## src/rtl/reg_dump_reader.sv

```systemverilog
// Debug dump engine: walks register-file addresses 0..NUM_REGS-1 and streams {addr, data} words out over valid/ready.
// Optional trailing XOR checksum word is enabled by defining CHECKSUM_EN.
module reg_dump_reader #(
    parameter int unsigned NUM_REGS = 32,
    parameter int unsigned ADDR_W   = 5,
    parameter int unsigned DATA_W   = 32
) (
    input  logic              CLK,
    input  logic              RST,
    input  logic              Start,
    output logic              Busy,
    output logic              Done,
    output logic [ADDR_W-1:0] ReadReg,
    input  logic [DATA_W-1:0] ReadData,
    output logic              DumpValid,
    input  logic              DumpReady,
    output logic [ADDR_W-1:0] DumpAddr,
    output logic [DATA_W-1:0] DumpData,
    output logic              DumpLast,
    output logic              DumpSum
);

    localparam logic [ADDR_W-1:0] LAST_ADDR = ADDR_W'(NUM_REGS - 1);

    typedef enum logic [2:0] {
        S_IDLE,
        S_FETCH,
        S_SEND,
`ifdef CHECKSUM_EN
        S_CSUM,
`endif
        S_DONE
    } state_e;

    state_e              state_q, state_d;
    logic                busy_q, busy_d;
    logic                done_q, done_d;
    logic [ADDR_W-1:0]   read_reg_q, read_reg_d;
    logic                dump_valid_q, dump_valid_d;
    logic [ADDR_W-1:0]   dump_addr_q, dump_addr_d;
    logic [DATA_W-1:0]   dump_data_q, dump_data_d;
    logic                dump_last_q, dump_last_d;
`ifdef CHECKSUM_EN
    logic                dump_sum_q, dump_sum_d;
    logic [DATA_W-1:0]   csum_q, csum_d;
`endif

    // Next-state and next-output logic
    always_comb begin
        state_d      = state_q;
        read_reg_d   = read_reg_q;
        dump_valid_d = dump_valid_q;
        dump_addr_d  = dump_addr_q;
        dump_data_d  = dump_data_q;
        dump_last_d  = dump_last_q;
`ifdef CHECKSUM_EN
        dump_sum_d   = dump_sum_q;
        csum_d       = csum_q;
`endif
        case (state_q)
            S_IDLE: begin
`ifdef CHECKSUM_EN
                csum_d = '0;
`endif
                if (Start) begin
                    read_reg_d = '0;
                    state_d    = S_FETCH;
                end
            end
            S_FETCH: begin
                dump_data_d  = ReadData;
                dump_addr_d  = read_reg_q;
                dump_valid_d = 1'b1;
`ifdef CHECKSUM_EN
                dump_last_d  = 1'b0;
                csum_d       = csum_q ^ ReadData;
`else
                dump_last_d  = (read_reg_q == LAST_ADDR);
`endif
                state_d      = S_SEND;
            end
            S_SEND: begin
                // Outputs hold by default until the sink takes the word
                if (dump_valid_q && DumpReady) begin
                    dump_valid_d = 1'b0;
                    dump_last_d  = 1'b0;
`ifdef CHECKSUM_EN
                    dump_sum_d   = 1'b0;
                    if (dump_sum_q) begin
                        state_d = S_DONE;
                    end else if (read_reg_q < LAST_ADDR) begin
                        read_reg_d = read_reg_q + ADDR_W'(1);
                        state_d    = S_FETCH;
                    end else begin
                        state_d = S_CSUM;
                    end
`else
                    if (read_reg_q < LAST_ADDR) begin
                        read_reg_d = read_reg_q + ADDR_W'(1);
                        state_d    = S_FETCH;
                    end else begin
                        state_d = S_DONE;
                    end
`endif
                end
            end
`ifdef CHECKSUM_EN
            S_CSUM: begin
                dump_data_d  = csum_q;
                dump_addr_d  = '0;
                dump_sum_d   = 1'b1;
                dump_last_d  = 1'b1;
                dump_valid_d = 1'b1;
                state_d      = S_SEND;
            end
`endif
            S_DONE: begin
                read_reg_d = '0;
                state_d    = S_IDLE;
            end
            default: state_d = S_IDLE;
        endcase
        busy_d = (state_d != S_IDLE);
        done_d = (state_d == S_DONE);
    end

    always_ff @(posedge CLK) begin
        if (RST) begin
            state_q      <= S_IDLE;
            busy_q       <= 1'b0;
            done_q       <= 1'b0;
            read_reg_q   <= '0;
            dump_valid_q <= 1'b0;
            dump_addr_q  <= '0;
            dump_data_q  <= '0;
            dump_last_q  <= 1'b0;
`ifdef CHECKSUM_EN
            dump_sum_q   <= 1'b0;
            csum_q       <= '0;
`endif
        end else begin
            state_q      <= state_d;
            busy_q       <= busy_d;
            done_q       <= done_d;
            read_reg_q   <= read_reg_d;
            dump_valid_q <= dump_valid_d;
            dump_addr_q  <= dump_addr_d;
            dump_data_q  <= dump_data_d;
            dump_last_q  <= dump_last_d;
`ifdef CHECKSUM_EN
            dump_sum_q   <= dump_sum_d;
            csum_q       <= csum_d;
`endif
        end
    end

    assign Busy      = busy_q;
    assign Done      = done_q;
    assign ReadReg   = read_reg_q;
    assign DumpValid = dump_valid_q;
    assign DumpAddr  = dump_addr_q;
    assign DumpData  = dump_data_q;
    assign DumpLast  = dump_last_q;
`ifdef CHECKSUM_EN
    assign DumpSum   = dump_sum_q;
`else
    assign DumpSum   = 1'b0;
`endif

endmodule

```

## config.mk

```make
export PLATFORM = sky130hd
export DESIGN_NAME = reg_dump_reader
export DESIGN_NICKNAME = d
export VERILOG_FILES = /design/src/rtl/reg_dump_reader.sv
export SDC_FILE = /design/constraint.sdc
export NUM_CORES = 1
export LEC_CHECK = 0
export ABC_AREA = 1
export BUFFER_PORTS_ARGS = -buffer_cell sky130_fd_sc_hd__buf_2
export CORE_MARGIN = 3
export CORE_UTILIZATION = 50
export CTS_CLUSTER_SIZE = 28
export DETAILED_ROUTE_END_ITERATION = 16
export PLACE_DENSITY = 0.84
export SYNTH_ARGS = -nofsm -noshare
export SYNTH_HDL_FRONTEND = slang
export SYNTH_SLANG_ARGS = --single-unit
```

## constraint.sdc

```tcl
create_clock -name CLK -period 1.8 [get_ports CLK]
set_input_delay 0.18 -clock CLK [delete_from_list [all_inputs] [get_ports CLK]]
set_output_delay 0.18 -clock CLK [all_outputs]
set_load 0.005 [all_outputs]
```

==> results of run 1 <==
-- layer usage --
metal | track usage | up-vias | routed length (µm) | share of wire
met5 | 0 | - | 0 | 0
met4 | 0.0684 | 0 | 54 | 0.013
met3 | 0.0523 | 7 | 246 | 0.058
met2 | 0.352 | 48 | 2070 | 0.49
met1 | 0.243 | 763 | 1880 | 0.44
li1 | - | 924 | - | -
-- power breakdown --
group	internal [mW]	total [mW]	leakage [nW]	switching (mW)
registers	1.12	1.14	0.398	0.0211
clock network	0.347	0.673	0.0542	0.326
logic	0.0861	0.184	0.733	0.0983
-- logic make-up (layout without fill, tap and decap cells) --
group / Yosys count / after routing
fa+ha+maj: 2 / 2
compound gates: 50 / 50
simple gates: 112 / 112
xor+xnor: 1 / 1
buf+inv: 26 / 106
flops: 49 / 49
other cells: 1 / 2
-- synthesized netlist by cell type, drive strengths merged (2+ instances only) --
library cell and instances:
ha 2, inv 13, nand4 3, nor2 77
dfxtp 49, clkbuf 5, o21ai 39, nand3 4
a21oi 11, nand2 28, buf 8
-- path summary, 6_finish.rpt --
check                 end  depth (start not counted)  slack (ps)
max            ReadReg[4]                          6         470
min reg2reg   DumpAddr[4]                          2         480
max reg2reg    ReadReg[4]                          6         470
min          DumpData[25]                          3         120
-- worst min-delay path, cell delays in order --
cell	delay (ps)
buf_2	70
o21ai_1	50
nor2_1	70
-- metrics by stage --
| step | util | cells | setup slack, ps | cell area (µm²) | power [mW] |
|---|---|---|---|---|---|
| floorplan | - | 242 | 602 | 1870 | 1.26 |
| global placement | 0.659 | 360 | 517 | 2280 | 1.35 |
| detailed placement | 0.659 | 360 | 488 | 2280 | 1.35 |
| CTS | 0.688 | 368 | 477 | 2390 | 2.02 |
| global route | 0.688 | 368 | 350 | 2390 | 2.10 |
| finish | 0.688 | 368 | 474 | 2390 | 2.00 |
-- flip-flops by register name, summed over array words and instances (netlist names) --
name,cells
DumpData,32
DumpAddr,5
ReadReg,5
state_q,3
Busy,1
Done,1
DumpLast,1
DumpValid,1
-- area by class of cell --
class                           instances  area share
Clock buffer                            7      0.0404
Clock inverter                          1     0.00210
Inverter                               13      0.0205
Multi-Input combinational cell        167       0.319
Sequential cell                        49       0.411
Tap cell                               46      0.0241
Timing Repair Buffer                   85       0.182
==> results_dict.tcl, run 1 <==
set metrics [dict create \
    status "complete, no violations" \
    gp_congestion 0.969 \
    crit_buf_inv 0 \
    nNetsFinal 359 \
    critPathLaunchType "flip-flop" \
    finalCriticalPeriod_ps 1330 \
    crit_arrival_ps 1510 \
    mostFrequentLayoutCells "buf_2, nor2_1, dfxtp_1, o21ai_0, nand2_1" \
    antenna_found_initial 0 \
    clock-root-buffer "clkbuf_8" \
    cts_max_path_buffers 2 \
    criticalPathCategory "flip-flop to flip-flop" \
    h-tree-depth 2 \
    startpoint "ReadReg[1]" \
    drv_cap 0 \
    yosys_warnings 0 \
    slew_violations 0 \
    synth_area_leaders "dfxtp_1, nor2_1, o21ai_0, nand2_1, a21oi_1" \
    overflow 0 \
    hold_start "ReadData[25]" \
    num_rows 21 \
    cts_resized 0 \
    grt_max_degree 37 \
    synth_fa_ha_area_frac 0.0134 \
    routedWlPerCell_um 11.6 \
    cts_tree "done" \
    fin_crit_sh 0.737 \
    die_w_um 67.1 \
    regToRegStartpoint "ReadReg[1]" \
    setup_viol 0 \
    cts_sinks 49 \
    vias_per_cell 4.73 \
    crit_fanout 6 \
    ys_seq_area_frac 0.526 \
    final_common_cell "buf_2" \
    grt_pass1_wl_mm 6.98 \
    postCtsHoldBufs 0 \
    max_freq_ghz 0.754 \
    io_pins 83 \
    ys_types 25 \
    place.detailed.hpwl_mm 3.16 \
    synth_edf_count 0 \
    drtIter0Drc 111 \
    synth_compound_area_frac 0.138 \
    fin_tns_setup_ps 0 \
    synthArstFlopShare 0 \
    seq_area_um2 981 \
    first_pass_iters 4 \
    syn_area_mm2 0.00186 \
    insertion_delay_ps 300 \
    post-cts-setup-buffers 0 \
    netlist_instances 241 \
    fin_worst_skew_ps 8.05 \
    drc 0 \
    ir_drop_mv 0.424 \
    crit_top_cell "ha_1" \
    synthSimpleGateAreaFrac 0.248 \
    wl_mm 4.25 \
    via_count 1742 \
    fillCellCount 299 \
    core-area_mm2 0.00347 \
    clkTransAtPathRegs_ps 80 \
    hold_path_class "input port to flip-flop" \
    syn_to_final_growth_pct 28.0 \
    io_buffers 81 \
    end_kind "flip-flop" \
    grt_use_total 0.204 \
    synth.area.mux_share 0 \
    critical_path_required_ps 1980 \
    leakage_nw 1.19 \
    initial_core_util 0.538 \
    path_delay_family "adder cells" \
    rsz0062_at_grt "no" \
    layout-drive-gt1-share 0.320 \
    die_y_um 67.1 \
    cp_cell_sequence "ha_1, nand2_1, nor2_1, ha_1, nand4_1, a21oi_1" \
    avgSynthCellArea_um2 7.74 \
    insertedDiodeCount 0 \
    yosysTopAreaCell "dfxtp_1" \
    power.density_mw_per_mm2 837 \
    worst_path_largest_cell_delay_ps 450 \
    synth_xor_area_frac 0.00470 \
    ys_ff_latch 49 \
    hold_viol_final 0 \
    die-area_mm2 0.00450 \
    drtAntennaViolNets 0 \
    crit_path_top_delay_cell "dfxtp_1" \
    multi_input_area_um2 762 \
    synth_top_cell_area_share 0.526 \
    synth_top_family_by_area "simple AND/OR/NAND/NOR gates" \
    holdWs_ps 122 \
    cts_made_buffers 5 \
    first_global_vias 1583 \
    synth_ff_type "dfxtp_1" \
]
Note: power is estimated with default switching activity, not from simulation.
==> run 2: changes to the inputs <==
--- a/config.mk
+++ b/config.mk
@@ -8,10 +8,10 @@
 export ABC_AREA = 1
 export BUFFER_PORTS_ARGS = -buffer_cell sky130_fd_sc_hd__buf_2
 export CORE_MARGIN = 3
-export CORE_UTILIZATION = 50
+export CORE_UTILIZATION = 46
 export CTS_CLUSTER_SIZE = 28
 export DETAILED_ROUTE_END_ITERATION = 16
-export PLACE_DENSITY = 0.84
+export PLACE_DENSITY = 0.78
 export SYNTH_ARGS = -nofsm -noshare
 export SYNTH_HDL_FRONTEND = slang
 export SYNTH_SLANG_ARGS = --single-unit
==> constraint.sdc (replaced) <==
create_clock -name CLK -period 1.4 [get_ports CLK]
set_input_delay 0.14 -clock CLK [delete_from_list [all_inputs] [get_ports CLK]]
set_output_delay 0.14 -clock CLK [all_outputs]
set_load 0.005 [all_outputs]
==> results_dict.tcl, run 2 (synthesis results as in run 1) <==
set metrics [dict create \
    status "complete, no violations" \
    gp_congestion 0.887 \
    critPathLaunchType "flip-flop" \
    fin_cells 374 \
    placed_cells 366 \
    critical_path_required_ps 1590 \
    die_y_um 69.7 \
    place.detailed.hpwl_mm 3.12 \
    core-area_mm2 0.00377 \
    io_pins 83 \
    post-cts-setup-buffers 0 \
    grt_max_degree 26 \
    vias_per_cell 4.68 \
    fin_crit_sh 0.911 \
    initial_core_util 0.494 \
    via_count 1749 \
    drc 0 \
    first_pass_iters 4 \
    rsz0062_at_grt "no" \
    wl_mm 4.18 \
    cts_resized 0 \
    utilization 0.636 \
    die_w_um 69.7 \
    end_kind "flip-flop" \
    io_buffers 81 \
    leakage_nw 1.19 \
    cts_sinks 49 \
    final_common_cell "buf_2" \
    clock-root-buffer "clkbuf_8" \
    crit_fanout 6 \
    stdcell_area_mm2 0.00240 \
    dpl-instance-area_mm2 0.00232 \
    hold_path_class "input port to flip-flop" \
    fin_worst_skew_ps 4.16 \
    cts_max_path_buffers 2 \
    insertion_delay_ps 290 \
    setup_slack_ps 124 \
    cts_made_buffers 5 \
    postCtsHoldBufs 0 \
    grt_pass1_wl_mm 7.02 \
    first_global_vias 1601 \
    dp_slack_ps 126 \
    setup_viol 0 \
    drv_cap 0 \
    nNetsFinal 363 \
    layout-drive-gt1-share 0.319 \
    hold_viol_final 0 \
    max_freq_ghz 0.784 \
    crit_arrival_ps 1470 \
    finalCriticalPeriod_ps 1280 \
    clkTransAtPathRegs_ps 80 \
    drtIter0Drc 78 \
    syn_to_final_growth_pct 28.6 \
    insertedDiodeCount 0 \
    slew_violations 0 \
    antenna_found_initial 0 \
    largest_register_ffs 32 \
    overflow 0 \
    grt_use_total 0.178 \
    mostFrequentLayoutCells "buf_2, nor2_1, dfxtp_1, o21ai_0, nand2_1" \
    finalPower_mw 2.47 \
    drtAntennaViolNets 0 \
    criticalPathCategory "flip-flop to flip-flop" \
    routedWlPerCell_um 11.2 \
    h-tree-depth 2 \
    fin_tns_setup_ps 0 \
    ir_drop_mv 0.820 \
    holdWs_ps 76.4 \
    die-area_mm2 0.00485 \
    cts_tree "done" \
    num_rows 22 \
    power.density_mw_per_mm2 1030 \
]
==> run 2: cell count changes in the layout (fill, tap and decap cells not counted), sizes merged <==
cell,previous run,this run
clkinv,1,0
clkbuf,7,8
buf,85,89
==> run 2: area by class of cell <==
type | count | area [µm²]
multi-input combinational | 167 | 762
clock buffer | 8 | 80.1
inverter | 13 | 48.8
tap | 48 | 60.1
fill | 379 | 1370
timing repair buffer | 89 | 465
sequential | 49 | 981
==> run 2: worst paths after layout <==
check / start / to / slack (ps) / depth (start not counted)
setup / recovery: ReadReg[0] / ReadReg[4] / 120 / 6
hold / removal: ReadData[19] / DumpData[19] / 80 / 3
setup reg to reg: ReadReg[0] / ReadReg[4] / 120 / 6
hold reg to reg: DumpLast / DumpLast / 470 / 2
==> run 2: critical path, cell delays in order (launching register included) <==
cell and delay, ps:
dfxtp_1 420, ha_1 210, nand2_1 60, nor2_1 90, ha_1 230, nand4_1 90
a21oi_1 60
==> run 2: report_power, final <==
group,leakage (nW),internal [mW],switching [mW]
clock,0.0395,0.355,0.414
combinational,0.752,0.115,0.126
sequential,0.398,1.44,0.0246
total,1.19,1.91,0.565
==> run 2: layer usage <==
metal | share of wire | GRT usage | up-vias
met4 | 0.017 | 0.0574 | 0
li1 | - | - | 926
met5 | 0 | 0 | -
met1 | 0.43 | 0.217 | 758
met2 | 0.48 | 0.291 | 56
met3 | 0.078 | 0.0667 | 9
